===== src/rtl/dual_beam_thresh_ctrl.sv =====
// Dual-beam threshold control: converts threshold pairs received over a
// valid/ready handshake into the negated form the DSP registers expect,
// sequences the per-beam load strobes and the apply strobe, and counts
// returned trigger bits over a fixed gate into saturating rate scalers.
module dual_beam_thresh_ctrl #(
  parameter int unsigned GATE_LEN = 1000000,
  parameter int unsigned SCAL_W   = 16,
  parameter int unsigned MASK_CYC = 8
) (
  input  logic              clk_i,
  input  logic              rst_ni,
  input  logic              req_valid_i,
  output logic              req_ready_o,
  input  logic [17:0]       req_thrA_i,
  input  logic [17:0]       req_thrB_i,
  output logic [17:0]       thresh_o,
  output logic [1:0]        thresh_ce_o,
  output logic              update_o,
  input  logic [1:0]        trigger_i,
  output logic [SCAL_W-1:0] scalerA_o,
  output logic [SCAL_W-1:0] scalerB_o,
  output logic              scaler_valid_o
);

  localparam int unsigned GW = (GATE_LEN > 1) ? $clog2(GATE_LEN) : 1;
  localparam int unsigned MW = $clog2(MASK_CYC + 1);
  localparam logic [GW-1:0]     GATE_LAST = GW'(GATE_LEN - 1);
  localparam logic [MW-1:0]     MASK_LOAD = MW'(MASK_CYC);
  localparam logic [SCAL_W-1:0] SCAL_MAX  = '1;

  typedef enum logic [1:0] {
    IDLE,
    LOADA,
    LOADB,
    UPD
  } state_t;

  state_t            state;
  state_t            stateNext;
  logic [17:0]       thrBReg;
  logic              accept;
  logic [GW-1:0]     gateCnt;
  logic [MW-1:0]     maskCnt;
  logic              masked;
  logic              gateEnd;
  logic [SCAL_W-1:0] accA;
  logic [SCAL_W-1:0] accB;
  logic [SCAL_W-1:0] sumA;
  logic [SCAL_W-1:0] sumB;

  assign accept  = req_valid_i & req_ready_o;
  assign masked  = (maskCnt != '0);
  assign gateEnd = (gateCnt == GATE_LAST);

  // Next-state logic for the load sequencer
  always_comb begin
    stateNext = state;
    case (state)
      IDLE:    if (accept) stateNext = LOADA;
      LOADA:   stateNext = LOADB;
      LOADB:   stateNext = UPD;
      UPD:     stateNext = IDLE;
      default: stateNext = IDLE;
    endcase
  end

  // Sequencer state register
  always_ff @(posedge clk_i or negedge rst_ni) begin
    if (!rst_ni) begin
      state <= IDLE;
    end else begin
      state <= stateNext;
    end
  end

  // Registered outputs decoded from the next state so each strobe lines up
  // with the state it belongs to; LOADA is only reachable from an accept,
  // so the request inputs are still valid when it is decoded.
  always_ff @(posedge clk_i or negedge rst_ni) begin
    if (!rst_ni) begin
      req_ready_o <= 1'b0;
      thresh_o    <= '0;
      thresh_ce_o <= '0;
      update_o    <= 1'b0;
      thrBReg     <= '0;
    end else begin
      req_ready_o <= (stateNext == IDLE);
      thresh_ce_o <= '0;
      update_o    <= 1'b0;
      case (stateNext)
        LOADA: begin
          thresh_o    <= ~req_thrA_i + 18'd1;
          thresh_ce_o <= 2'b01;
          thrBReg     <= req_thrB_i;
        end
        LOADB: begin
          thresh_o    <= ~thrBReg + 18'd1;
          thresh_ce_o <= 2'b10;
        end
        UPD:     update_o <= 1'b1;
        default: ;
      endcase
    end
  end

  // Saturating increment of both accumulators with this cycle's unmasked triggers
  always_comb begin
    sumA = accA;
    sumB = accB;
    if (trigger_i[0] && !masked && (accA != SCAL_MAX)) sumA = accA + SCAL_W'(1);
    if (trigger_i[1] && !masked && (accB != SCAL_MAX)) sumB = accB + SCAL_W'(1);
  end

  // Trigger mask: reloaded by every update, counts down to unmasked
  always_ff @(posedge clk_i or negedge rst_ni) begin
    if (!rst_ni) begin
      maskCnt <= '0;
    end else if (update_o) begin
      maskCnt <= MASK_LOAD;
    end else if (masked) begin
      maskCnt <= maskCnt - MW'(1);
    end
  end

  // Gate counter, accumulators and scaler transfer at gate end
  always_ff @(posedge clk_i or negedge rst_ni) begin
    if (!rst_ni) begin
      gateCnt        <= '0;
      accA           <= '0;
      accB           <= '0;
      scalerA_o      <= '0;
      scalerB_o      <= '0;
      scaler_valid_o <= 1'b0;
    end else begin
      scaler_valid_o <= gateEnd;
      if (gateEnd) begin
        gateCnt   <= '0;
        scalerA_o <= sumA;
        scalerB_o <= sumB;
        accA      <= '0;
        accB      <= '0;
      end else begin
        gateCnt <= gateCnt + GW'(1);
        accA    <= sumA;
        accB    <= sumB;
      end
    end
  end

endmodule


===== config.mk =====
export PLATFORM = sky130hd
export DESIGN_NAME = dual_beam_thresh_ctrl
export DESIGN_NICKNAME = d
export VERILOG_FILES = /design/src/rtl/dual_beam_thresh_ctrl.sv
export SDC_FILE = /design/constraint.sdc
export NUM_CORES = 1
export LEC_CHECK = 0
export BUFFER_PORTS_ARGS = -buffer_cell sky130_fd_sc_hd__buf_2
export CORE_MARGIN = 4
export CORE_UTILIZATION = 50
export DETAILED_ROUTE_END_ITERATION = 8
export PLACE_DENSITY = 0.83
export SLEW_MARGIN = 0
export SYNTH_ARGS = -nofsm -noshare
export SYNTH_HDL_FRONTEND = slang
export SYNTH_SLANG_ARGS = --single-unit
export TNS_END_PERCENT = 30

===== constraint.sdc =====
create_clock -name clk_i -period 3.6 [get_ports clk_i]
set_input_delay 0.18 -clock clk_i [delete_from_list [all_inputs] [get_ports clk_i]]
set_output_delay 0.18 -clock clk_i [all_outputs]
set_load 0.005 [all_outputs]

== Word level (Yosys, flattened, before mapping) ==
Index checks and enable logic that the tools add are counted.
Storage, ports and cells
  register bits: 131
  input port bits: 41
  logic and storage cells: 53
  output and inout bits: 55
Cells by class
  bitwise gates (word level): 3
  add/sub/neg operators: 6
  reduce and logical (&&, ||, !) cells: 10
  multiplexer cells: 12
  equal/unequal tests: 9
Operators by type and width (number)
  2-to-1 mux 16 bit: 4
  adder 18 x 1 -> 18 bit (second input constant): 2
  inverter 18 bit: 2
  one-hot mux 18 bit (2 select lines): 1
  adder 16 x 1 -> 16 bit (second input constant): 2
  inequality test 16 bit (second input constant): 2
  adder 20 x 1 -> 20 bit (second input constant): 1
  == test 20 bit (second input constant): 1
  2-to-1 mux 20 bit: 1
  == test 2 bit (second input constant): 4
  2-to-1 mux 4 bit: 2
  one-hot mux 2 bit (4 select lines): 1
  == test 2 x 1 -> 1 bit (second input constant): 2
  logical AND 1 bit: 4
  zero test 2 bit: 2
  one-hot mux 2 bit (2 select lines): 1
  nonzero test 2 bit: 2
  nonzero test 4 bit: 1
  subtractor 4 x 1 -> 4 bit (second input constant): 1
  2-to-1 mux 2 bit: 1
  AND 1 bit: 1
  zero test 1 bit: 1
  2-to-1 mux 1 bit: 1

== Logic depth before layout (Yosys ltp) ==
  depth in word-level cells: 6
  depth in mapped cells: 15
  mapped depth without buffers: 9

== Worst setup path after synthesis ==
Ideal clock, no wire load.
  path kind: flip-flop to flip-flop
  from: register state[1]
  to: register thresh_o[16]
  library setup time: 0.083 ns
  period minus slack after synthesis: 3.368 ns
  arrival time: 3.285 ns
  path slack: 0.232 ns
  cell stages (with the launch flop): 16
  required time: 3.517 ns
  path through: dfrtp_1 -> inv_1 -> ha_1 -> buf_6 -> buf_6 -> buf_2 -> buf_1 -> buf_2 -> buf_2 -> mux2i_1 -> ha_1 -> o21ai_1 -> nor4b_1 -> nand3_1 -> xor2_1 -> o21ai_0
On the way
  longest elaborated chain between the ends: 4
  elaborated cells on any way between the ends: 10
  those cells by class: 5 x eq/ne; 3 x mux; 2 x reduce/logical
RTL lines
  from (decl): RTL line 38  | state_t state;
  from (signal assigned): RTL line 72  | state <= stateNext;
  == test 2 bit, or another cell as far along: RTL line 58  | case (state)
  one-hot mux 2 bit (4 select lines) *: RTL line 58
  == test 2 bit or == test 2 x 1 -> 1 bit (tied branches): RTL line 90  | case (stateNext)
  one-hot mux 18 bit (2 select lines) or nonzero test 2 bit (tied branches)
  to (signal assigned): RTL line 92  | thresh_o <= ~req_thrA_i + 18'd1;
  to (signal assigned): RTL line 97  | thresh_o <= ~thrBReg + 18'd1;
  to (decl): RTL line 16  | output logic [17:0] thresh_o,
Mark *: on every way between the ends. The rest lies on a longest branch, timed or not.
A chain may end at the register's enable or synchronous reset.

== Final worst setup path ==
  from: register state[1]
  to: register thresh_o[14]
The elaborated chain is that of the path after synthesis.

==> impl_metrics.json <==
{
  "status": "finished clean",
  "rows": 40,
  "dpl.hpwl_um": 9290,
  "skew_ns": 0.00970,
  "io_buffers": 95,
  "fin_tns_setup_ns": 0,
  "worst_slew_pin_slew_ns": 0.783,
  "cp_data_required_time_ns": 3.93,
  "vdd_drop_max_mv": 0.493,
  "maxSlewHeadroom_pct": 47.1,
  "detail-route-antenna-nets": 0,
  "yosys-top-cells-count": "dfrtp_1 (131), nand2_1 (122), nor2_1 (78)",
  "io_pins": 96,
  "syn2layout_area_growth_pct": 21.6,
  "finalSetupViolations": 0,
  "htreeDepth": 4,
  "track_usage_pct": 20.5,
  "syn-instance-count": 643,
  "cts_buffers": 17,
  "utilization_pct": 62.5,
  "clk_latency_ns": 0.41,
  "wirelength_um": 13800,
  "drt-initial-drc-count": 317,
  "vias": 4932,
  "avgSynthCellArea_sq_um": 9.68,
  "cap_violations": 0,
  "clock-sinks": 131,
  "grt_first_pass_wirelength_um": 23700,
  "syn_area_sq_um": 6220,
  "ys_warn_count": 0,
  "synthDistinctLibCells": 58,
  "synthTopCellsByArea": "dfrtp_1 (53%), nand2_1 (7.4%), nor2_1 (4.7%)",
  "cp-end-kind": "flip-flop",
  "start_kind": "flip-flop",
  "grt_pass1_vias": 5004,
  "gp_congestion": 0.866,
  "synth_edf_count": 0,
  "remaining_drc_errors": 0,
  "clk_pin_slew_ns": 0.06,
  "post_cts_buffers": 0,
  "synth_area_leader_cell": "dfrtp_1",
  "core_sq_um": 12100,
  "hp-class": "in -> reg",
  "hold_viol": 0,
  "dp_slack_ns": 0.732,
  "cts_tree": "yes",
  "synthFlopType": "dfrtp_1",
  "syn_nets": 693,
  "arrival_ns": 3.25,
  "die_x_um": 120,
  "multiInputGateArea_sq_um": 2780,
  "setup_slack_ns": 0.684,
  "grt_max_degree": 71,
  "grt-ovfl-total": 0,
  "drive_above_1_share_pct": 19.8,
  "period_share_pct": 81.0,
  "worst-setup-path-type": "reg -> reg",
  "ys_ff_latch": 131,
  "n_antenna_cell": 0,
  "root_buffer": "clkbuf_16",
  "final_max_slew_viol_count": 0,
  "synthArstFlopShare_pct": 100,
  "via_per_inst": 5.26,
  "seq_area_sq_um": 3280,
  "cts_buffer_depth": 2,
  "start_util_pct": 51.4,
  "synth_top_cell_area_share_pct": 52.7,
  "rsz0062_at_grt": "false",
  "first_pass_iters": 4,
  "nFillCells": 969,
  "nets": 806,
  "p_per_area_nw_per_um2": 698,
  "max_freq_ghz": 0.343,
  "die_area_sq_um": 14300,
  "path_max_fanout": 34,
  "wl_per_cell_um": 14.7,
  "leakagePower_nw": 3.45,
  "synth_seq_area_share_pct": 52.7,
  "synth_most_common_cell": "dfrtp_1",
  "antenna_found_initial": 0,
  "fin_crit_ns": 2.92,
  "fp.dieH_um": 120
}
per-stage QoR:
step	hold WS, ns	power, W	std cells	cell area, sq um
after floorplan	-0.116	0.00318	643	6220
after global placement	0.219	0.00362	888	6850
after detailed placement	0.230	0.00369	888	6850
after CTS	0.0136	0.00532	937	7570
after global routing	0.0104	0.00565	937	7570
final	0.0126	0.00528	937	7570
cell families after synthesis:
| family | after synthesis | synth area share [%] |
|---|---|---|
| simple gates | 299 | 22.9 |
| flops | 131 | 52.7 |
| compound gates | 86 | 8.22 |
| xor+xnor | 64 | 9.01 |
| buf+inv | 38 | 2.67 |
| mux | 16 | 2.71 |
| fa+ha+maj | 9 | 1.81 |
where the power goes:
part	switching, W	internal [W]	leakage, nW
combinational	0.000936	0.000667	1.64
sequential	0.000290	0.00180	1.54
clock	0.000695	0.000897	0.263
total	0.00192	0.00336	3.45
layout make-up:
class                           instances  share of cell area (%)
Tap cell                              168                    2.78
Sequential cell                       131                    43.3
Clock buffer                           17                    5.62
Inverter                               14                   0.694
Timing Repair Buffer                  118                    9.21
Clock inverter                         15                    1.62
Multi-Input combinational cell        474                    36.8
layout by cell type, fill, tap and decap left out, types with 18 or more instances in the layout:
| master | synthesis | final |
|---|---|---|
| a21oi_1 | 20 | 20 |
| o21ai_0 | 37 | 37 |
| xor2_1 | 32 | 32 |
| nand2_1 | 122 | 122 |
| buf_2 | 7 | 94 |
| nor3_1 | 18 | 18 |
| nand3_1 | 19 | 19 |
| nor2_1 | 78 | 78 |
| dfrtp_1 | 131 | 131 |
| xnor2_1 | 32 | 32 |
worst paths after layout:
| check | end | cells after the start | start | slack (ns) |
|---|---|---|---|---|
| hold reg to reg | scalerB_o[13] | 2 | scalerB_o[13] | 0.47 |
| setup / recovery | thresh_o[14] | 8 | state[1] | 0.68 |
| max in group asynchronous | accB[0] | 3 | rst_ni | 2.35 |
| setup reg to reg | thresh_o[14] | 8 | state[1] | 0.68 |
| min in group asynchronous | scalerA_o[13] | 2 | rst_ni | 0.35 |
| hold / removal | thrBReg[0] | 3 | req_thrB_i[0] | 0.01 |
critical path: stages (launching register included):
cell and delay (ns):
dfrtp_1 0.39, inv_1 0.08, ha_2 0.50, buf_4 0.41, nor4b_1 0.40, o22ai_1 0.21, nor4_1 0.49, nand3_1 0.14
a32oi_1 0.21
state kept, by name (all words and copies together), names as in the netlist:
name            count
accA               16
accB               16
gateCnt            20
maskCnt             4
req_ready_o         1
scalerA_o          16
scalerB_o          16
scaler_valid_o      1
state               2
thrBReg            18
thresh_ce_o         2
thresh_o           18
update_o            1
routing by layer:
layer  GRT usage (%)  vias to the layer above  wire, um
met5               0                        -         0
met4            5.30                        0       146
met3            6.08                       16       842
met2            33.3                      158      6610
met1            26.9                     2344      6180
li1                -                     2414         -
timing repair:
action	CTS	global route
resized for setup	0	0
endpoints found under the hold margin	84	0
hold buffers	17	0
(Power assumes the default switching activity.)
